`src/rtl/fetch_unit_if.sv`:
```
// Fetch-stage bus: start/done control, instruction ROM port, branch redirect
// from execute and the valid/ready instruction-register handoff to decode.
interface fetch_unit_if #(
    parameter int unsigned PC_BITS = 12
);
    logic               start;
    logic               done;
    logic [PC_BITS-1:0] pc;
    logic [2:0]         im_instr;
    logic [2:0]         im_reg1;
    logic [2:0]         im_reg2;
    logic               branch_en;
    logic [PC_BITS-1:0] branch_target;
    logic               ir_valid;
    logic               ir_ready;
    logic [2:0]         ir_op;
    logic [2:0]         ir_reg1;
    logic [2:0]         ir_reg2;
    logic [PC_BITS-1:0] ir_pc;

    // Fetch unit side
    modport master (
        input  start, im_instr, im_reg1, im_reg2, branch_en, branch_target, ir_ready,
        output done, pc, ir_valid, ir_op, ir_reg1, ir_reg2, ir_pc
    );

    // Environment side (ROM, execute, decode, controller)
    modport slave (
        output start, im_instr, im_reg1, im_reg2, branch_en, branch_target, ir_ready,
        input  done, pc, ir_valid, ir_op, ir_reg1, ir_reg2, ir_pc
    );
endinterface

```
`src/rtl/fetch_unit.sv`:
```
// Program counter and fetch stage in front of a combinational instruction ROM.
// Captures {op,reg1,reg2} into an instruction register with a valid/ready
// handoff, applies taken branches and stops on HALT_WORD.
// Optional feature macro FETCH_HALT_ON_WRAP_EN: halt after capturing the last
// PC instead of wrapping to 0.
module fetch_unit #(
    parameter int unsigned PC_BITS   = 12,
    parameter logic [8:0]  HALT_WORD = 9'h1FF
) (
    input  logic         clk,
    input  logic         rst_n,
    fetch_unit_if.master bus
);

    typedef enum logic [1:0] {
        S_IDLE = 2'd0,
        S_RUN  = 2'd1,
        S_HALT = 2'd2
    } state_t;

    state_t             r_state;
    logic [PC_BITS-1:0] r_pc;
    logic [PC_BITS-1:0] r_ir_pc;
    logic [2:0]         r_ir_op;
    logic [2:0]         r_ir_reg1;
    logic [2:0]         r_ir_reg2;
    logic               r_ir_valid;
    logic               r_done;

    state_t             w_state_nxt;
    logic [PC_BITS-1:0] w_pc_nxt;
    logic [PC_BITS-1:0] w_ir_pc_nxt;
    logic [2:0]         w_ir_op_nxt;
    logic [2:0]         w_ir_reg1_nxt;
    logic [2:0]         w_ir_reg2_nxt;
    logic               w_ir_valid_nxt;
    logic               w_done_nxt;

    logic [8:0]         w_word;
    logic               w_slot;
    logic               w_is_halt;
`ifdef FETCH_HALT_ON_WRAP_EN
    logic               w_pc_max;
    assign w_pc_max  = &r_pc;
`endif

    assign w_word    = {bus.im_instr, bus.im_reg1, bus.im_reg2};
    assign w_slot    = !r_ir_valid || bus.ir_ready;
    assign w_is_halt = (w_word == HALT_WORD);

    // State and datapath registers
    always_ff @(posedge clk or negedge rst_n) begin
        if (!rst_n) begin
            r_state    <= S_IDLE;
            r_pc       <= '0;
            r_ir_pc    <= '0;
            r_ir_op    <= '0;
            r_ir_reg1  <= '0;
            r_ir_reg2  <= '0;
            r_ir_valid <= 1'b0;
            r_done     <= 1'b0;
        end else begin
            r_state    <= w_state_nxt;
            r_pc       <= w_pc_nxt;
            r_ir_pc    <= w_ir_pc_nxt;
            r_ir_op    <= w_ir_op_nxt;
            r_ir_reg1  <= w_ir_reg1_nxt;
            r_ir_reg2  <= w_ir_reg2_nxt;
            r_ir_valid <= w_ir_valid_nxt;
            r_done     <= w_done_nxt;
        end
    end

    // Next-state: a branch always keeps RUN alive, even over a HALT word
    always_comb begin
        w_state_nxt = r_state;
        case (r_state)
            S_IDLE: if (bus.start) w_state_nxt = S_RUN;
            S_RUN: begin
                if (!bus.branch_en && w_slot) begin
                    if (w_is_halt) begin
                        w_state_nxt = S_HALT;
                    end
`ifdef FETCH_HALT_ON_WRAP_EN
                    else if (w_pc_max) begin
                        w_state_nxt = S_HALT;
                    end
`endif
                end
            end
            S_HALT: if (bus.start) w_state_nxt = S_RUN;
            default: w_state_nxt = S_IDLE;
        endcase
    end

    // PC, instruction register and done updates
    always_comb begin
        w_pc_nxt       = r_pc;
        w_ir_pc_nxt    = r_ir_pc;
        w_ir_op_nxt    = r_ir_op;
        w_ir_reg1_nxt  = r_ir_reg1;
        w_ir_reg2_nxt  = r_ir_reg2;
        w_ir_valid_nxt = r_ir_valid;
        w_done_nxt     = r_done;
        case (r_state)
            S_IDLE: begin
                w_ir_valid_nxt = 1'b0;
                w_done_nxt     = 1'b0;
                if (bus.start) w_pc_nxt = '0;
            end
            S_RUN: begin
                w_done_nxt = 1'b0;
                if (bus.branch_en) begin
                    w_pc_nxt       = bus.branch_target;
                    w_ir_valid_nxt = 1'b0;
                end else if (w_slot && w_is_halt) begin
                    // Open slot means the old IR is either empty or leaving now
                    w_ir_valid_nxt = 1'b0;
                end else if (w_slot) begin
                    w_ir_op_nxt    = bus.im_instr;
                    w_ir_reg1_nxt  = bus.im_reg1;
                    w_ir_reg2_nxt  = bus.im_reg2;
                    w_ir_pc_nxt    = r_pc;
                    w_ir_valid_nxt = 1'b1;
`ifdef FETCH_HALT_ON_WRAP_EN
                    if (!w_pc_max) w_pc_nxt = r_pc + PC_BITS'(1);
`else
                    w_pc_nxt = r_pc + PC_BITS'(1);
`endif
                end
            end
            S_HALT: begin
                if (bus.start) begin
                    w_pc_nxt       = '0;
                    w_ir_valid_nxt = 1'b0;
                    w_done_nxt     = 1'b0;
                end else begin
                    if (bus.ir_ready) w_ir_valid_nxt = 1'b0;
                    w_done_nxt = !r_ir_valid;
                end
            end
            default: begin
                w_ir_valid_nxt = 1'b0;
                w_done_nxt     = 1'b0;
            end
        endcase
    end

    assign bus.pc       = r_pc;
    assign bus.ir_valid = r_ir_valid;
    assign bus.ir_op    = r_ir_op;
    assign bus.ir_reg1  = r_ir_reg1;
    assign bus.ir_reg2  = r_ir_reg2;
    assign bus.ir_pc    = r_ir_pc;
    assign bus.done     = r_done;

endmodule

```
`src/flat_wrapper.sv`:
```
// flat-port wrapper written by rule: the top's interface ports become plain ports
module fetch_unit_flat 
#(
    parameter int unsigned PC_BITS   = 12,
    parameter logic [8:0]  HALT_WORD = 9'h1FF
)
  (clk, rst_n, bus_start, bus_im_instr, bus_im_reg1, bus_im_reg2, bus_branch_en, bus_branch_target, bus_ir_ready, bus_done, bus_pc, bus_ir_valid, bus_ir_op, bus_ir_reg1, bus_ir_reg2, bus_ir_pc);
  fetch_unit_if #(.PC_BITS(PC_BITS)) bus_i ();
  input  logic clk;
  input  logic rst_n;
  input wire logic [$bits(bus_i.start)-1:0] bus_start;
  input wire logic [$bits(bus_i.im_instr)-1:0] bus_im_instr;
  input wire logic [$bits(bus_i.im_reg1)-1:0] bus_im_reg1;
  input wire logic [$bits(bus_i.im_reg2)-1:0] bus_im_reg2;
  input wire logic [$bits(bus_i.branch_en)-1:0] bus_branch_en;
  input wire logic [$bits(bus_i.branch_target)-1:0] bus_branch_target;
  input wire logic [$bits(bus_i.ir_ready)-1:0] bus_ir_ready;
  output wire logic [$bits(bus_i.done)-1:0] bus_done;
  output wire logic [$bits(bus_i.pc)-1:0] bus_pc;
  output wire logic [$bits(bus_i.ir_valid)-1:0] bus_ir_valid;
  output wire logic [$bits(bus_i.ir_op)-1:0] bus_ir_op;
  output wire logic [$bits(bus_i.ir_reg1)-1:0] bus_ir_reg1;
  output wire logic [$bits(bus_i.ir_reg2)-1:0] bus_ir_reg2;
  output wire logic [$bits(bus_i.ir_pc)-1:0] bus_ir_pc;
  assign bus_i.start = bus_start;
  assign bus_i.im_instr = bus_im_instr;
  assign bus_i.im_reg1 = bus_im_reg1;
  assign bus_i.im_reg2 = bus_im_reg2;
  assign bus_i.branch_en = bus_branch_en;
  assign bus_i.branch_target = bus_branch_target;
  assign bus_i.ir_ready = bus_ir_ready;
  assign bus_done = bus_i.done;
  assign bus_pc = bus_i.pc;
  assign bus_ir_valid = bus_i.ir_valid;
  assign bus_ir_op = bus_i.ir_op;
  assign bus_ir_reg1 = bus_i.ir_reg1;
  assign bus_ir_reg2 = bus_i.ir_reg2;
  assign bus_ir_pc = bus_i.ir_pc;
  fetch_unit #(.PC_BITS(PC_BITS), .HALT_WORD(HALT_WORD)) u_core (.clk(clk), .rst_n(rst_n), .bus(bus_i));
endmodule
```
`config.mk`:
```
export PLATFORM = sky130hd
export DESIGN_NAME = fetch_unit_flat
export DESIGN_NICKNAME = d
export VERILOG_FILES = /design/src/rtl/fetch_unit_if.sv /design/src/rtl/fetch_unit.sv /design/src/flat_wrapper.sv
export SDC_FILE = /design/constraint.sdc
export NUM_CORES = 1
export LEC_CHECK = 0
export CAP_MARGIN = 5
export CORE_MARGIN = 2
export CORE_UTILIZATION = 47
export CTS_BUF_LIST = sky130_fd_sc_hd__clkbuf_2 sky130_fd_sc_hd__clkbuf_4 sky130_fd_sc_hd__clkbuf_8
export DETAILED_ROUTE_END_ITERATION = 10
export PLACE_DENSITY = 0.82
export SLEW_MARGIN = 10
export SYNTH_ARGS = -nofsm -noshare
export SYNTH_HDL_FRONTEND = slang
export SYNTH_SLANG_ARGS = --single-unit
```
`constraint.sdc`:
```
create_clock -name clk -period 1.87 [get_ports clk]
set_input_delay 0.2805 -clock clk [delete_from_list [all_inputs] [get_ports clk]]
set_output_delay 0.2805 -clock clk [all_outputs]
set_load 0.02 [all_outputs]
```
# Yosys cells after proc, flatten, opt, wreduce, memory -nomap -nowiden
# Cells that the tools add are included.
op_classes:
  add_sub_neg: 1
  n_eq_ne: 10
  n_mux: 17
  bitwise_logic: 2
  n_reduce_logical: 12
ops:
  columns: ["op", "count"]
  rows:
  - ["$mux 12", 4]
  - ["$pmux 12 s2", 1]
  - ["$add 12x1->12 const B", 1]
  - ["$eq 9x9->1 const B", 1]
  - ["$reduce_and 4->1", 2]
  - ["$mux 1", 7]
  - ["$mux 2", 3]
  - ["$ne 2x1->1 const B", 3]
  - ["$ne 3x3->1 const B", 2]
  - ["$ne 4x2->1 const B", 1]
  - ["$pmux 2 s2", 1]
  - ["$ne 3x2->1 const B", 1]
  - ["$reduce_and 3->1", 1]
  - ["$eq 2x1->1 const B", 1]
  - ["$eq 2x2->1 const B", 1]
  - ["$logic_and 1x1->1", 2]
  - ["$logic_not 1->1", 2]
  - ["$logic_not 2->1", 1]
  - ["$not 1->1", 2]
  - ["$pmux 1 s2", 1]
  - ["$reduce_and 2->1", 1]
  - ["$reduce_bool 2->1", 1]
  - ["$reduce_or 2->1", 1]
  - ["$logic_or 1x1->1", 1]
totals:
  regBits: 37
  out_inout_bits: 35

# Longest topological paths before layout
# Gate-level depths: netlist (run 1).
logic_depth:
  word_depth: 6
  mapped_depth: 6
  depth_no_buf: 6

# Worst setup path before layout (run 1)
# No wires, ideal clock.
synth_path:
  path_kind: "register to register"
  from: "register u_core.r_ir_valid, in the netlist u_core.bus.ir_valid"
  to: "register u_core.r_ir_pc[4], in the netlist u_core.bus.ir_pc[4]"
  setup_ns: 0.128
  arrival_time_ns: 1.708
  required_ns: 1.742
  path_slack_ns: 0.035
  stages_incl_launch_ff: 6
  path_buffers: 1
  period_less_slack_ns: 1.835
  cell_sequence: "dfrtp_1 -> nor2b_2 -> nor4_2 -> nor3_4 -> buf_4 -> mux2_1"
synth_between:
  elab_chain_cells: 5
synth_lines:
  columns: ["item", "line", "rtl"]
  rows:
  - ["start: declaration", "fetch_unit.sv:27", "logic r_ir_valid;"]
  - ["start signal: assignment", "fetch_unit.sv:69", "r_ir_valid <= w_ir_valid_nxt;"]
  - ["$logic_not 1->1 (*)", "fetch_unit.sv:48", "assign w_slot = !r_ir_valid || bus.ir_ready;"]
  - ["$logic_or 1x1->1 (*)", "fetch_unit.sv:48", null]
  - ["$logic_and 1x1->1", "fetch_unit.sv:116", "end else if (w_slot && w_is_halt) begin"]
  - ["$not 1->1 (no line)", null, null]
  - ["$reduce_and 4->1 (no line) (*)", null, null]
  - ["end signal: assignment", "fetch_unit.sv:65", "r_ir_pc <= w_ir_pc_nxt;"]
  - ["end: declaration", "fetch_unit.sv:23", "logic [PC_BITS-1:0] r_ir_pc;"]
# Mark *: on every way between the ends. The rest lies on a longest branch, timed or not.
# A chain may end at the register's enable or synchronous reset.

# Worst setup path in the final report (run 1)
layout_path:
  from: "register u_core.r_ir_valid, in the netlist u_core.bus.ir_valid"
  to: "register u_core.r_pc[8], in the netlist u_core.bus.pc[8]"
layout_between:
  elab_chain_cells: 5
  elab_cells_between_ends: 6
  cone_classes: "2 x eq/ne; 4 x reduce/logical"
layout_lines:
  columns: ["item", "line", "rtl"]
  rows:
  - ["$logic_not 1->1 (*)", "fetch_unit.sv:48", null]
  - ["$logic_or 1x1->1 (*)", "fetch_unit.sv:48", null]
  - ["$logic_and 1x1->1", "fetch_unit.sv:116", null]
  - ["$ne 3x3->1 (no line)", null, null]
  - ["$reduce_and 4->1 (no line) (*)", null, null]
  - ["end signal: assignment", "fetch_unit.sv:64", "r_pc <= w_pc_nxt;"]
  - ["end: declaration", "fetch_unit.sv:22", "logic [PC_BITS-1:0] r_pc;"]
# Marks and branches as above.

==> metrics.yaml, run 1 <==
logic_synthesis:
  ys.flop_type: "dfrtp_1"
  ys_warn_count: 0
  syn_avg_cell_area_sq_um: 11.2
  yosysSeqAreaShare: 0.514
  synth_cell_types: 41
  synth_edf_count: 0
  ys_ff_latch: 37
  syn_nets: 188
  async_flop_share: 1.00
  syn_area_sq_um: 1800
  synth_cells: 161
power:
  intPower_uw: 2310
  clkPwrFrac: 0.236
  switching_share: 0.331
  power_frac_comb: 0.420
  ir_drop_v: 0.000861
  power_switching_uw: 1140
  power_frac_seq: 0.344
  power.density_nw_per_um2: 1210
  leakage_uw: 0.00126
sta:
  finClkSkew_ps: 10.4
  slew_viol_final: 0
  layout_setup_ws_ps: 43.7
  setup_viol: 0
  fmax_mhz: 548
  tightest_slew_ps: 486
  post-route-min-period_ps: 1830
  fin_crit_sh: 0.977
  max_slew_margin: 0.673
  hold_viol_final: 0
place:
  port_buffers: 60
  dpl.hpwl_mm: 3.28
  dp_worst_setup_slack_ps: -384
  gp_congestion: 0.792
critical_path:
  cp_slowest_cell: "or4_4"
  r2r_start: "u_core.bus.ir_valid$_DFFE_PN0P_"
  worstPathMaxFanout: 5
  crit_chain: "nor2b_4 -> or4_4 -> o2bb2ai_4 -> or2_4 -> buf_6 -> o22ai_1"
  cp-startpoint: "u_core.bus.ir_valid$_DFFE_PN0P_"
  r2r_end: "u_core.bus.pc[8]$_DFFE_PN0P_"
  rr_worst_depth: 6
  crit_path_start_kind: "register"
  crit_path_max_incr_delay_ps: 540
  critical_path_arrival_ps: 2000
  crit_type: "reg2reg"
  rrSetupSlack_ps: 40
  endpoint: "u_core.bus.pc[8]$_DFFE_PN0P_"
  cp.required_ps: 2040
  critPathCaptureType: "register"
final_layout:
  diodes: 0
  n_fill_cell: 248
  nNetsFinal: 273
  synthToLayoutAreaGrowth_pct: 57.8
  utilization: 0.777
  layout-drive-gt1-share: 0.219
flow_run:
  drv_cap: 0
global_routing:
  grt_usage: 0.238
  grt-ovfl-total: 0
  antenna_found_initial: 0
  grt_pass1_wl_mm: 7.72
  grt_max_degree: 38
  grt_pass1_vias: 1615
clock_tree:
  cts-buffers-inserted: 5
  cts_tree: "yes"
  cts_buffer_depth: 2
  insertion_delay_ps: 300
  clock-sinks: 37
  path_clk_slew_ps: 80
  htree_levels: 2
  cts-root-buf: "clkbuf_8"
route:
  wl_met1_mm: 1.87
  viasPerCell: 5.48
  wl_met2_mm: 2.37
  route.detailed.drc: 0
  wl_met3_um: 279
  drt_iter0_drc: 99
  wl_per_cell_um: 15.7
  vias: 1616
  dr.pass1.iters: 4
  ant_nets: 0
  wl_mm: 4.63
  highest-signal-layer: "met4"
floorplan:
  boundaryPins: 61
  dieWidth_um: 65.9
  dieArea_sq_um: 4340
  core_area_sq_um: 3660
  num_rows: 22
  die_h_um: 65.9
  start_util: 0.492
outcome:
  status: "completed"
min_path:
  hold_class: "in2reg"
[power by group through the flow]
stage	registers [uW]	logic (uW)	clock network [uW]
floorplan	1460	403	0
global placement	1190	1370	0
detailed placement	1200	1380	0
CTS	1190	1420	832
global route	1230	1540	862
finish	1190	1450	813
[area by class of cell]
cell class              instances  area [sq um]  share of cell area
clock inverters                 3          65.1              0.0229
repair buffers                 84           868               0.305
multi-input cells             106           811               0.285
clock buffers                   5          68.8              0.0242
inverters                      12          45.0              0.0158
flip-flops and latches         37           926               0.326
well taps                      48          60.1              0.0211
[cells in the mapped netlist (2+ instances only)]
cell type,number,share of area
o22ai_1,2,0.0069
nand2_1,12,0.025
nand3_1,6,0.017
and3_1,3,0.010
mux2_1,14,0.087
nor3_1,5,0.014
o31ai_1,2,0.0083
nor2_1,6,0.012
inv_1,12,0.025
o21ai_1,3,0.0083
o21ai_0,3,0.0083
mux2_2,7,0.044
a21oi_1,14,0.039
dfrtp_1,37,0.51
a31oi_1,2,0.0069
buf_4,3,0.012
o22ai_2,5,0.035
nand4_1,2,0.0069
[state kept, by name (all words and copies together), names as in the netlist]
register,cells
u_core.bus.ir_pc,12
u_core.bus.ir_op,3
u_core.bus.ir_reg2,3
u_core.bus.ir_valid,1
u_core.bus.ir_reg1,3
u_core.bus.pc,12
u_core.bus.done,1
u_core.r_state,2
[cells by family (layout without fill, tap and decap cells)]
family                   count (synthesis)  count (layout)  share of synthesized area
AO/OA/AOI/OAI                           37              37                      0.151
adder cells (fa/ha/maj)                  1               1                    0.00694
buffers and inverters                   18             104                     0.0479
flip-flops                              37              37                      0.514
multiplexers                            22              22                      0.137
AND/OR/NAND/NOR                         46              46                      0.143
[critical path, delay by kind of cell, from the launching register on]
| family | cells | cell delay (ps) |
|---|---|---|
| and+or+nand+nor | 3 | 860 |
| AOI/OAI and AO/OA | 2 | 330 |
| DFF | 1 | 380 |
| buffers and inverters | 1 | 120 |
[how the worst min path moves through the flow]
stage / startpoint / to / slack (ps) / cells after the start
6_report: bus_im_reg1[1] / u_core.bus.ir_reg1[1]$_DFFE_PN0P_ / 260 / 2
5_1_grt: bus_im_instr[0] / u_core.bus.ir_op[0]$_DFFE_PN0P_ / 270 / 2
4_1_cts: rst_n / u_core.bus.ir_valid$_DFFE_PN0P_ / 480 / 3
3_5_place_dp: rst_n / u_core.bus.ir_valid$_DFFE_PN0P_ / 260 / 2
3_3_place_gp: rst_n / u_core.bus.ir_valid$_DFFE_PN0P_ / 260 / 2
2_1_floorplan: rst_n / u_core.bus.done$_DFF_PN0_ / -20 / 0
[cells in the final DEF (no fill, tap or decap), drive strengths merged, types with 3 or more instances in the layout]
cell type,instances
nand3,6
clkdlybuf4s50,53
o22ai,7
dlymetal6s2s,6
o21ai,6
nand2,13
buf,23
clkbuf,6
nor2,6
nor3,6
a21oi,14
mux2,21
dfrtp,37
inv,12
and3,3
[through the flow]
step	TNS [ps]	hold WS, ps	instance area [sq um]	cells	total power [uW]
3_3_place_gp	-6240	257	2590	280	2550
4_1_cts	0	475	2770	292	3440
3_5_place_dp	-8510	261	2590	280	2580
5_1_grt	-16.9	273	2840	295	3630
6_report	0	259	2840	295	3450
2_1_floorplan	0	-15.1	1800	161	1860
[layer usage]
metal / global-route usage / vias to the layer above
li1: - / 762
met1: 0.304 / 782
met2: 0.388 / 60
met3: 0.0596 / 12
met4: 0.0964 / 0
met5: 0 / -
[repair_timing]
| action | in CTS | in global routing |
|---|---|---|
| resized for setup | 3 | 10 |
| endpoints found under the hold margin | 37 | 0 |
| pin swaps | 3 | 4 |
| cloned | 0 | 1 |
| buffers inserted | 3 | 2 |
| setup endpoints to repair | 10 | 12 |
| hold buffers | 1 | 0 |
(Power assumes the default switching activity.)
==> run 2: changes to the inputs <==
--- a/config.mk
+++ b/config.mk
@@ -10,7 +10,9 @@
 export CORE_UTILIZATION = 47
 export CTS_BUF_LIST = sky130_fd_sc_hd__clkbuf_2 sky130_fd_sc_hd__clkbuf_4 sky130_fd_sc_hd__clkbuf_8
 export DETAILED_ROUTE_END_ITERATION = 10
+export GPL_TIMING_DRIVEN = 0
 export PLACE_DENSITY = 0.82
+export RECOVER_POWER = 50
 export SLEW_MARGIN = 10
 export SYNTH_ARGS = -nofsm -noshare
 export SYNTH_HDL_FRONTEND = slang
==> metrics.yaml, run 2 (synthesis gave the netlist of run 1 again) <==
sta:
  max_slew_margin: 0.393
  hold_viol_final: 0
  post-route-min-period_ps: 1800
  fin_crit_sh: 0.964
  finClkSkew_ps: 6.19
  tightest_slew_ps: 911
  rsz0062_at_grt: "true"
  layout_setup_ws_ps: 67.3
  fmax_mhz: 555
  slew_viol_final: 0
  setup_viol: 0
place:
  place_inst: 269
  dpl.hpwl_mm: 3.20
  dp_worst_setup_slack_ps: -461
  gp_congestion: 0.807
  port_buffers: 60
power:
  leakage_uw: 0.00115
  power.density_nw_per_um2: 1240
  finalPower_uw: 3310
  ir_drop_v: 0.000893
critical_path:
  critical_path_arrival_ps: 1970
  worstPathMaxFanout: 10
  crit_type: "in2reg"
  cp-startpoint: "bus_branch_en"
  cp.required_ps: 2040
  r2r_start: "u_core.bus.ir_valid$_DFFE_PN0P_"
  crit_path_start_kind: "input port"
  critPathCaptureType: "register"
  rrSetupSlack_ps: 70
final_layout:
  layout-drive-gt1-share: 0.171
  finalNonFillerCells: 282
  n_fill_cell: 266
  utilization: 0.728
  nNetsFinal: 260
  layout_commonest_cell: "clkdlybuf4s50_1"
  synthToLayoutAreaGrowth_pct: 47.8
  diodes: 0
  mostFrequentLayoutCells: "clkdlybuf4s50_1, dfrtp_1, a21oi_1, mux2_1"
clock_tree:
  htree_levels: 2
  insertion_delay_ps: 290
  cts_tree: "yes"
  hold_buffers: 0
  clock-sinks: 37
  path_clk_slew_ps: 80
  cts-buffers-inserted: 5
  cts-root-buf: "clkbuf_8"
  cts_buffer_depth: 2
global_routing:
  grt_max_degree: 38
  grt_pass1_vias: 1516
  grt-ovfl-total: 0
  grt_usage: 0.228
  grt_pass1_wl_mm: 7.35
  antenna_found_initial: 0
route:
  dr.pass1.iters: 4
  route.detailed.drc: 0
  vias: 1530
  ant_nets: 0
  wl_mm: 4.53
  drt_iter0_drc: 137
  wl_per_cell_um: 16.1
  viasPerCell: 5.43
floorplan:
  dieWidth_um: 65.9
  start_util: 0.492
  num_rows: 22
  dieArea_sq_um: 4340
  core_area_sq_um: 3660
  die_h_um: 65.9
  boundaryPins: 61
outcome:
  status: "completed"
flow_run:
  drv_cap: 0
min_path:
  hold_class: "in2async"
==> run 2: cell count changes in the layout (fill, tap and decap cells not counted), sizes merged <==
| cell | change |
|---|---|
| clkdlybuf4s50 | -11 |
| dlygate4sd2 | +2 |
| dlygate4sd3 | +11 |
| dlymetal6s2s | -3 |
| buf | -13 |
| clkbuf | +1 |
==> run 2: worst max-delay path, cell delays in order <==
cell	delay (ps)
clkdlybuf4s50_1	500
inv_2	160
nand2_2	120
nor3_4	350
buf_6	210
mux2_1	340
==> run 2: final timing paths <==
kind / to / cells past startpoint
max: u_core.bus.ir_reg1[1]$_DFFE_PN0P_ / 6
min: u_core.bus.ir_valid$_DFFE_PN0P_ / 1
max reg2reg: u_core.bus.pc[4]$_DFFE_PN0P_ / 6
min reg2reg: u_core.bus.ir_pc[8]$_DFFE_PN0P_ / 1
max in group asynchronous: u_core.r_state[0]$_DFFE_PN0P_ / 1
min in group clk: u_core.bus.ir_op[1]$_DFFE_PN0P_ / 2
==> run 2: area by class of cell <==
type                    count  area (sq um)  area share
inverters                  12          45.0      0.0169
repair buffers             65           638       0.240
clock buffers               5          68.8      0.0258
well taps                  48          60.1      0.0225
flip-flops and latches     37           927       0.348
clock inverters             3          65.1      0.0244
plain buffers               6          52.6      0.0197
multi-input cells         106           807       0.303
==> run 2: through the flow <==
step / setup TNS (ps) / hold slack, ps / area (sq um)
after CTS: -2.51 / 107 / 2630
after global placement: -22590 / 463 / 2460
final: 0 / 114 / 2660
after floorplan: 0 / -15.1 / 1800
after detailed placement: -12320 / 411 / 2460
after global routing: -55.6 / 184 / 2660
==> run 2: where the power goes <==
group	total (uW)	internal, uW	leakage [uW]	switching, uW
registers	1210	1020	0.000451	193
logic	1290	646	0.000633	639
clock network	813	530	0.0000681	283
total	3310	2200	0.00115	1120
==> run 2: what timing repair did <==
item / in CTS / in global routing
hold endpoints to repair: 0 / 0
resized for setup: 6 / 9
setup buffers: 3 / 1
gates cloned: 1 / 0
endpoints found under the setup margin: 26 / 31
pin swaps: 5 / 5
==> run 2: layer usage <==
metal	wire length (um)	GRT usage
met4	80	0.0964
met1	1880	0.295
met2	2310	0.367
met5	0	0
met3	262	0.0511
